### config.mk
export PLATFORM = sky130hd
export DESIGN_NAME = dispmux_n
export DESIGN_NICKNAME = d
export VERILOG_FILES = /design/src/rtl/dispmux_n.sv
export SDC_FILE = /design/constraint.sdc
export NUM_CORES = 1
export LEC_CHECK = 0
export BUFFER_PORTS_ARGS = -buffer_cell sky130_fd_sc_hd__buf_2
export CAP_MARGIN = 10
export CORE_MARGIN = 2
export CORE_UTILIZATION = 35
export DETAILED_ROUTE_END_ITERATION = 8
export GPL_ROUTABILITY_DRIVEN = 0
export SKIP_CTS_REPAIR_TIMING = 1
export SYNTH_ARGS = -nofsm -noshare
export SYNTH_HDL_FRONTEND = slang
export SYNTH_SLANG_ARGS = --single-unit
### constraint.sdc
create_clock -name clk -period 2.2 [get_ports clk]
set_input_delay 0.44 -clock clk [delete_from_list [all_inputs] [get_ports clk]]
set_output_delay 0.44 -clock clk [all_outputs]
set_load 0.1 [all_outputs]
### src/rtl/dispmux_n.sv
// dispmux_n: time-multiplexed N-digit 7-segment driver with frame-coherent
// shadow latching, per-digit blank/decimal point, 16-level brightness PWM
// and a frame pulse.
// Optional feature: define DISPMUX_LZB_EN to enable leading-zero blanking.
module dispmux_n #(
   parameter int unsigned DIGITS         = 4,
   parameter int unsigned PRESCALE_W     = 8,
   parameter bit          SEG_ACTIVE_LOW = 1'b0
) (
   input  logic                  clk,
   input  logic                  rst,
   input  logic [4*DIGITS-1:0]   digits_in,
   input  logic [DIGITS-1:0]     dp_in,
   input  logic [DIGITS-1:0]     blank_in,
   input  logic [3:0]            bright,
   output logic [DIGITS-1:0]     seldig,
   output logic [6:0]            disp,
   output logic                  dp,
   output logic                  frame_tick
);

   localparam int unsigned      IDX_W    = $clog2(DIGITS);
   localparam logic [IDX_W-1:0] IDX_LAST = IDX_W'(DIGITS - 1);
   localparam logic [6:0]       SEG_INV  = SEG_ACTIVE_LOW ? 7'h7F : 7'h00;

   logic [PRESCALE_W-1:0] cnt_q, cnt_d;
   logic [IDX_W-1:0]      idx_q, idx_d;
   logic [4*DIGITS-1:0]   dig_sh_q;
   logic [DIGITS-1:0]     dp_sh_q;
   logic [DIGITS-1:0]     blk_sh_q;
   logic [3:0]            br_sh_q;

   logic [DIGITS-1:0]     seldig_q;
   logic [6:0]            disp_q;
   logic                  dp_q;
   logic                  tick_q;

   logic                  cnt_max;
   logic                  frame_end;
   logic [3:0]            nib;
   logic                  dp_cur;
   logic                  blk_cur;
   logic                  lzb_cur;
   logic [DIGITS-1:0]     onehot;
   logic [3:0]            top;
   logic                  pwm_on;
   logic [6:0]            seg;
   logic [DIGITS-1:0]     sel_d;
   logic [6:0]            disp_d;
   logic                  dp_d;

   assign cnt_max   = &cnt_q;
   assign frame_end = cnt_max && (idx_q == IDX_LAST);
   assign top       = cnt_q[PRESCALE_W-1 -: 4];
   assign pwm_on    = (top < br_sh_q);

   // Dwell counter and digit index; idx wraps at DIGITS-1 so unused codes are never visited.
   always_comb begin
      cnt_d = cnt_q + 1'b1;
      idx_d = idx_q;
      if (cnt_max) begin
         idx_d = (idx_q == IDX_LAST) ? '0 : idx_q + 1'b1;
      end
   end

   // Select the shadow fields of the current digit by comparison, avoiding out-of-range slices.
   always_comb begin
      nib     = '0;
      dp_cur  = 1'b0;
      blk_cur = 1'b0;
      onehot  = '0;
      for (int unsigned k = 0; k < DIGITS; k++) begin
         if (idx_q == IDX_W'(k)) begin
            nib       = dig_sh_q[4*k +: 4];
            dp_cur    = dp_sh_q[k];
            blk_cur   = blk_sh_q[k];
            onehot[k] = 1'b1;
         end
      end
   end

`ifdef DISPMUX_LZB_EN
   logic [DIGITS-1:0] lzb_mask;
   logic              zero_run;

   // Digit k is a leading zero when it and every higher nibble are zero; digit 0 never is.
   always_comb begin
      lzb_mask = '0;
      zero_run = 1'b1;
      for (int unsigned j = 0; j < DIGITS - 1; j++) begin
         zero_run                = zero_run & (dig_sh_q[4*(DIGITS-1-j) +: 4] == 4'h0);
         lzb_mask[DIGITS-1-j]    = zero_run;
      end
   end

   assign lzb_cur = |(lzb_mask & onehot);
`else
   assign lzb_cur = 1'b0;
`endif

   // Hex to {g,f,e,d,c,b,a} decode.
   always_comb begin
      case (nib)
         4'h0: seg = 7'h3F;
         4'h1: seg = 7'h06;
         4'h2: seg = 7'h5B;
         4'h3: seg = 7'h4F;
         4'h4: seg = 7'h66;
         4'h5: seg = 7'h6D;
         4'h6: seg = 7'h7D;
         4'h7: seg = 7'h07;
         4'h8: seg = 7'h7F;
         4'h9: seg = 7'h6F;
         4'hA: seg = 7'h77;
         4'hB: seg = 7'h7C;
         4'hC: seg = 7'h39;
         4'hD: seg = 7'h5E;
         4'hE: seg = 7'h79;
         default: seg = 7'h71;
      endcase
   end

   // Next output values; an LZB-dark digit keeps only its decimal point.
   always_comb begin
      sel_d  = '1;
      disp_d = '0;
      dp_d   = 1'b0;
      if (pwm_on && !blk_cur) begin
         if (!lzb_cur) begin
            sel_d  = ~onehot;
            disp_d = seg;
            dp_d   = dp_cur;
         end else if (dp_cur) begin
            sel_d  = ~onehot;
            dp_d   = 1'b1;
         end
      end
   end

   // State, frame-boundary shadow load and registered outputs.
   always_ff @(posedge clk) begin
      if (rst) begin
         cnt_q    <= '0;
         idx_q    <= '0;
         dig_sh_q <= digits_in;
         dp_sh_q  <= dp_in;
         blk_sh_q <= blank_in;
         br_sh_q  <= bright;
         seldig_q <= '1;
         disp_q   <= SEG_INV;
         dp_q     <= SEG_ACTIVE_LOW;
         tick_q   <= 1'b0;
      end else begin
         cnt_q <= cnt_d;
         idx_q <= idx_d;
         if (frame_end) begin
            dig_sh_q <= digits_in;
            dp_sh_q  <= dp_in;
            blk_sh_q <= blank_in;
            br_sh_q  <= bright;
         end
         seldig_q <= sel_d;
         disp_q   <= disp_d ^ SEG_INV;
         dp_q     <= dp_d ^ SEG_ACTIVE_LOW;
         tick_q   <= frame_end;
      end
   end

   assign seldig     = seldig_q;
   assign disp       = disp_q;
   assign dp         = dp_q;
   assign frame_tick = tick_q;

endmodule

==> After elaboration in Yosys (flattened, before gate mapping) <==
Memory sizes are Yosys's and may differ from the RTL's. A register that Yosys moved wholly into a read port is not among the register bits.
Cells that the tools add are included.
{ "totals": {"regBits": 44, "mem_bits_ro": 112, "inputBits": 30, "out_inout_bits": 13, "elab_cells": 50, "memories": 1} }
{ "op_classes": {"add_sub_neg": 2, "order_cmp": 1, "n_eq_ne": 3, "n_mux": 25, "n_bitwise": 2, "n_reduce_logical": 7} }
{ "memory_table": {"columns": ["memory", "depth", "word_bits", "rd", "rd_ports_with_merged_regs", "write_ports", "line_no", "source"], "rows": [
  ["(no name shown)", 16, 7, 1, 1, 0, "103", "case (nib)"]
]} }
{ "ops": {"columns": ["op", "n"], "rows": [
  ["two-way mux 4 bit", 10],
  ["two-way mux 16 bit", 2],
  ["two-way mux 1 bit", 12],
  ["adder 8 x 1 -> 8 bit, second input constant", 1],
  ["AND reduction 8 bit", 1],
  ["== test 2 bit, second input constant", 2],
  ["< comparator 4 bit", 1],
  ["inverter 4 bit", 1],
  ["adder 2 x 1 -> 2 bit, second input constant", 1],
  ["== test 2 x 1 -> 1 bit, second input constant", 1],
  ["logical AND 1 bit", 2],
  ["zero test 2 bit", 1],
  ["two-way mux 2 bit", 1],
  ["nonzero test 2 bit", 1],
  ["OR reduction 2 bit", 1],
  ["zero test 1 bit", 1],
  ["inverter 1 bit", 1]
]} }

==> Logic depth before layout (Yosys ltp) <==
{ "depth": {"word_depth": 9, "ltp_mapped": 11, "mapped_depth_nobuf": 10} }

==> Worst setup path before layout <==
OpenSTA, ideal clock, no wires.
{ "synth_path": {"path_kind": "register to register", "startpoint": "register idx_q[0]", "endpoint": "register disp_q[0] (netlist: disp[0])", "setup_ns": 0.070, "arrival_time_ns": 2.120, "required_time_ns": 2.130, "slack_ns": 0.010, "stages_incl_launch_ff": 10, "n_path_buf": 0, "period_less_slack_ns": 2.190, "cell_sequence": "dfxtp_1 -> inv_1 -> ha_1 -> nor2b_1 -> a22oi_1 -> a21oi_1 -> inv_1 -> ha_1 -> or3_1 -> a21oi_1"} }
{ "synth_via": {"elab_chain_cells": 9, "word_cells_on_any_way": 16, "cone_classes": "eq/ne: 3; mux: 8; bitwise: 1; reduce/logical: 4"} }
{ "synth_rtl": {"columns": ["item", "line_no", "source"], "rows": [
  ["from (decl)", "27", "logic [IDX_W-1:0] idx_q, idx_d;"],
  ["from (signal assigned)", "155", "idx_q <= idx_d;"],
  ["zero test 2 bit", "73", "if (idx_q == IDX_W'(k)) begin"],
  ["two-way mux 1 bit (4 in a row)", "73", null],
  ["zero test 1 bit", "128", "if (pwm_on && !blk_cur) begin"],
  ["logical AND 1 bit", "128", null],
  ["inverter 1 bit (no line)", null, null],
  ["OR reduction 2 bit (no line)", null, null],
  ["to (decl)", "34", "logic [6:0] disp_q;"]
]} }
Parallel ways exist; a longest one is shown, timed or not.
A chain may end at the register's enable or synchronous reset.

==> Worst setup path after layout <==
{ "layout_path": {"startpoint": "register idx_q[1]", "endpoint": "register disp_q[0] (netlist: disp[0])"} }
Same word-level chain as after synthesis.

==> results.txt <==
- Relative contribution of sequential cells to total power: 0.581
- The internal power of the cells totals 1.35 mW.
* H-Tree Level Count: 2
- For this configuration, the core starts out at a cell density of 0.365.
* Sinks on Clock Net: 51
* Total Power Consumption: 1.83 mW
- After synthesis the cells add up to 2190 sq um.
- Overall die height: 83.1 microns
- Area of the placeable core: 5990 sq um
- The hold violation total from the final report came to 0.
- Clock tree from TritonCTS: done
* Initial antenna violation count: 0
- CP max FO: 13
- The setup path with the least slack is of type register to register.
* Worst slew margin relative to its limit: 0.673
* Top FF cell, synth: sky130_fd_sc_hd__edfxtp_1
- Dividing the detail-routed wire length by the instance count gives 12.2 microns.
- Clk pin slew, worst setup/hold paths: 0.10 ns
- Including well taps, the total number of placed cells is 302.
- Count of buffers inserted at the top-level ports: 42
- Ports placed on the boundary: 43
* Count of flip-flops with a built-in enable after synthesis: 28
- For the pin with the worst max-slew slack, the measured transition is 0.493 ns.
* Filler cells: 558
- Compound-cell area share of the yosys netlist: 0.113
- Startpoint of the worst hold path: dp_in[0]
- Share of cell area taken by muxes after synthesis: 0.0137
- Final core utilization: 0.448
- Reg2Reg Setup Slack: 0.14 ns
- The share of the Yosys chip area taken by registers is 0.594.
- The worst-case IR drop observed on VDD is 0.000419 V.
- Post-synthesis register bit count: 51
- Die boundary width: 83.1 microns
- Max Freq: 485 MHz
- Setup repair after global routing could not meet its margin everywhere.
- Largest net degree at the start of global routing: 29
- Final hold analysis gives a worst-case slack of 0.298 ns.
- In this run the critical register-to-register path is captured at disp[0].
- In this run the critical register-to-register path is launched from idx_q[1].
- The tool flagged a number of max-cap violations equal to 0.
- Total die area: 6900 sq um
- Worst setup EP type: register
- Wires add up to 3770 microns.
* Leakage power of the design: 1.08 nW
- Counting instances, the worst hold path has a depth of 1.
* Half-perimeter wire length after detailed placement: 2760 microns
- Post-Syn Area per Cell: 12.1 sq um
* Master cell of the clock root buffer: sky130_fd_sc_hd__clkbuf_8
- Global-route wire length before repair: 6450 microns
- Total area of multi-input combinational cells: 851 sq um
- Reg2reg path depth: 9
- The floorplan has 28 rows.
* Gate count after technology mapping: 181
* Class of the most critical hold timing path: primary input to register
- Fin Clk Skew: 0.00794 ns
* Number of warnings issued by yosys: 0
* Data arrival time of the critical path: 2.31 ns
- Initial DRC Count: 60
- Final net count: 279
- Simple-gate share of the synthesized area: 0.142
- Vias in the first global route: 1408
- Number of library cell types mapped by synthesis: 37
* Type of origin of the critical path: register
- Vias per cell: 4.69
* Power density normalized to cell area: 683 nW/um^2
- In the global route stage, overall resource usage came out at 0.118.
* Number of iterations in the first detailed-routing pass: 4
- Summing all flip-flop and latch instances after layout gives 1300 sq um.
* Period utilisation layout: 0.937
- Of the total synthesized cell area, the portion taken by XOR and XNOR cells is 0.0160.
- Of the total power, the share spent switching nets is 0.262.
- The share of total power dissipated in combinational logic is 0.111.
- Share of async-settable or async-resettable flops after synthesis: 0
* Min setup slack post-route: 0.140 ns
- When the netlist entered floorplanning its net count stood at 226.
* Arithmetic-cell share of the synthesized area counting full adders, half adders and majority gates: 0.0857
* Layout cells sized above 1: 0.319
- Clock latency at the later pin of the worst-skew pair: 0.31 ns
- The worst hold path terminates at dp_sh_q[0].
- For this run the aggregate overflow at the end of global routing stands at 0.
* Cts bufs inserted: 5
- Total number of vias: 1453
- Longest Clk Path Bufs: 2
- Post-route DRC violation count: 0
- Post-detailed-route count of antenna-violating nets: 0
- The number of antenna diodes in the final layout is 0.
- Largest family of logic cells by synthesized area: simple AND/OR/NAND/NOR gates
* Final number of max-transition violations: 0
- Data on the critical path is required at its endpoint by 2.45 ns.
- In this run the power spent charging and discharging nets is 0.481 mW.
- The routed design could run at a clock period as short as 2.06 ns.
- The finished layout holds 310 standard cells, fillers aside.
* Clock network fraction of total power: 0.308
- Worst setup slack before clock tree synthesis: 0.0226 ns
- The flow ran to the end, and the final reports show no timing, DRC or antenna violations.
* Layout overhead on the synthesized area: 22.6%
* Number of setup violations in the final report: 0
logic make-up (layout without fill, tap and decap cells):
logic type | count (synthesis) | count (layout)
AND/OR/NAND/NOR | 59 | 59
buffers and inverters | 16 | 70
XOR/XNOR | 4 | 4
AO/OA/AOI/OAI | 33 | 33
adder cells (fa/ha/maj) | 15 | 15
multiplexers | 3 | 3
flip-flops | 51 | 51
placed cells by master (no fill, tap or decap), types with 2 or more instances in the layout:
master	instances
sky130_fd_sc_hd__ha_2	2
sky130_fd_sc_hd__nor3_1	5
sky130_fd_sc_hd__nor2b_1	5
sky130_fd_sc_hd__mux2i_1	3
sky130_fd_sc_hd__edfxtp_1	28
sky130_fd_sc_hd__clkinv_4	2
sky130_fd_sc_hd__buf_2	42
sky130_fd_sc_hd__nor2_1	16
sky130_fd_sc_hd__a211oi_1	4
sky130_fd_sc_hd__dfxtp_2	2
sky130_fd_sc_hd__o21ai_0	6
sky130_fd_sc_hd__nor3b_2	2
sky130_fd_sc_hd__a21oi_1	6
sky130_fd_sc_hd__dfxtp_1	21
sky130_fd_sc_hd__ha_1	13
sky130_fd_sc_hd__nand2b_1	3
sky130_fd_sc_hd__inv_1	9
sky130_fd_sc_hd__o21ai_1	2
sky130_fd_sc_hd__clkbuf_8	5
sky130_fd_sc_hd__nand3_1	4
sky130_fd_sc_hd__or3_1	3
sky130_fd_sc_hd__buf_4	10
sky130_fd_sc_hd__nand3b_1	2
sky130_fd_sc_hd__xor2_1	3
sky130_fd_sc_hd__a221oi_1	5
sky130_fd_sc_hd__nand2_1	13
how the worst max path moves through the flow:
stage | startpoint | endpoint | cells past startpoint
3_3_place_gp | idx_q[1] | disp[3] | 10
4_1_cts | idx_q[0] | disp[0] | 8
6_report | idx_q[1] | disp[0] | 9
3_5_place_dp | idx_q[0] | disp[0] | 7
5_1_grt | idx_q[1] | disp[3] | 10
2_1_floorplan | idx_q[0] | disp[0] | 9
per-layer routing:
| metal | part of all wire | GRT usage | up-vias |
|---|---|---|---|
| li1 | - | - | 752 |
| met1 | 0.45 | 0.146 | 661 |
| met2 | 0.50 | 0.194 | 36 |
| met3 | 0.042 | 0.0318 | 4 |
| met4 | 0.014 | 0.0492 | 0 |
| met5 | 0 | 0 | - |
worst max-delay path: stages, from the launching register on:
cell and delay, ns:
sky130_fd_sc_hd__dfxtp_2 0.37, sky130_fd_sc_hd__inv_1 0.07, sky130_fd_sc_hd__ha_1 0.28, sky130_fd_sc_hd__buf_4 0.20
sky130_fd_sc_hd__a211oi_1 0.20, sky130_fd_sc_hd__a211o_1 0.19, sky130_fd_sc_hd__buf_4 0.19, sky130_fd_sc_hd__nor2_1 0.06
sky130_fd_sc_hd__or3_1 0.31, sky130_fd_sc_hd__a21oi_1 0.14
power groups by stage:
stage | combinational (mW) | clock [mW] | sequential, mW
2_1_floorplan | 0.0696 | 0 | 1.16
3_3_place_gp | 0.200 | 0 | 1.09
4_1_cts | 0.202 | 0.589 | 1.06
3_5_place_dp | 0.201 | 0 | 1.09
6_report | 0.204 | 0.564 | 1.06
5_1_grt | 0.221 | 0.628 | 1.07
state kept, by name (all words and copies together), names as in the netlist:
signal / cells
dig_sh_q: 16
cnt_q: 8
disp: 7
blk_sh_q: 4
br_sh_q: 4
dp_sh_q: 4
seldig: 4
idx_q: 2
dp: 1
frame_tick: 1
per-stage QoR:
stage	instance area (sq um)	TNS [ns]
global placement	2540	0
global route	2690	-0.0173
floorplan	2190	0
finish	2690	0
detailed placement	2540	0
CTS	2640	-0.00407
cells in the mapped netlist (all sizes together) (4+ instances only):
cell type / number / area share
a221oi: 6 / 0.027
nor2b: 6 / 0.017
ha: 15 / 0.086
nand2: 13 / 0.022
a211oi: 5 / 0.017
a21oi: 7 / 0.016
buf: 5 / 0.017
nor3: 5 / 0.011
edfxtp: 28 / 0.38
inv: 9 / 0.015
dfxtp: 23 / 0.21
o21ai: 8 / 0.018
nor2: 16 / 0.027
nand3: 4 / 0.0091
cell type report:
cell class | instances | share of cell area
tap | 75 | 0.0349
timing repair buffer | 53 | 0.114
clock inverter | 3 | 0.0107
multi-input combinational | 114 | 0.317
sequential | 51 | 0.486
inverter | 9 | 0.0126
clock buffer | 5 | 0.0256
(Power assumes the default switching activity.)
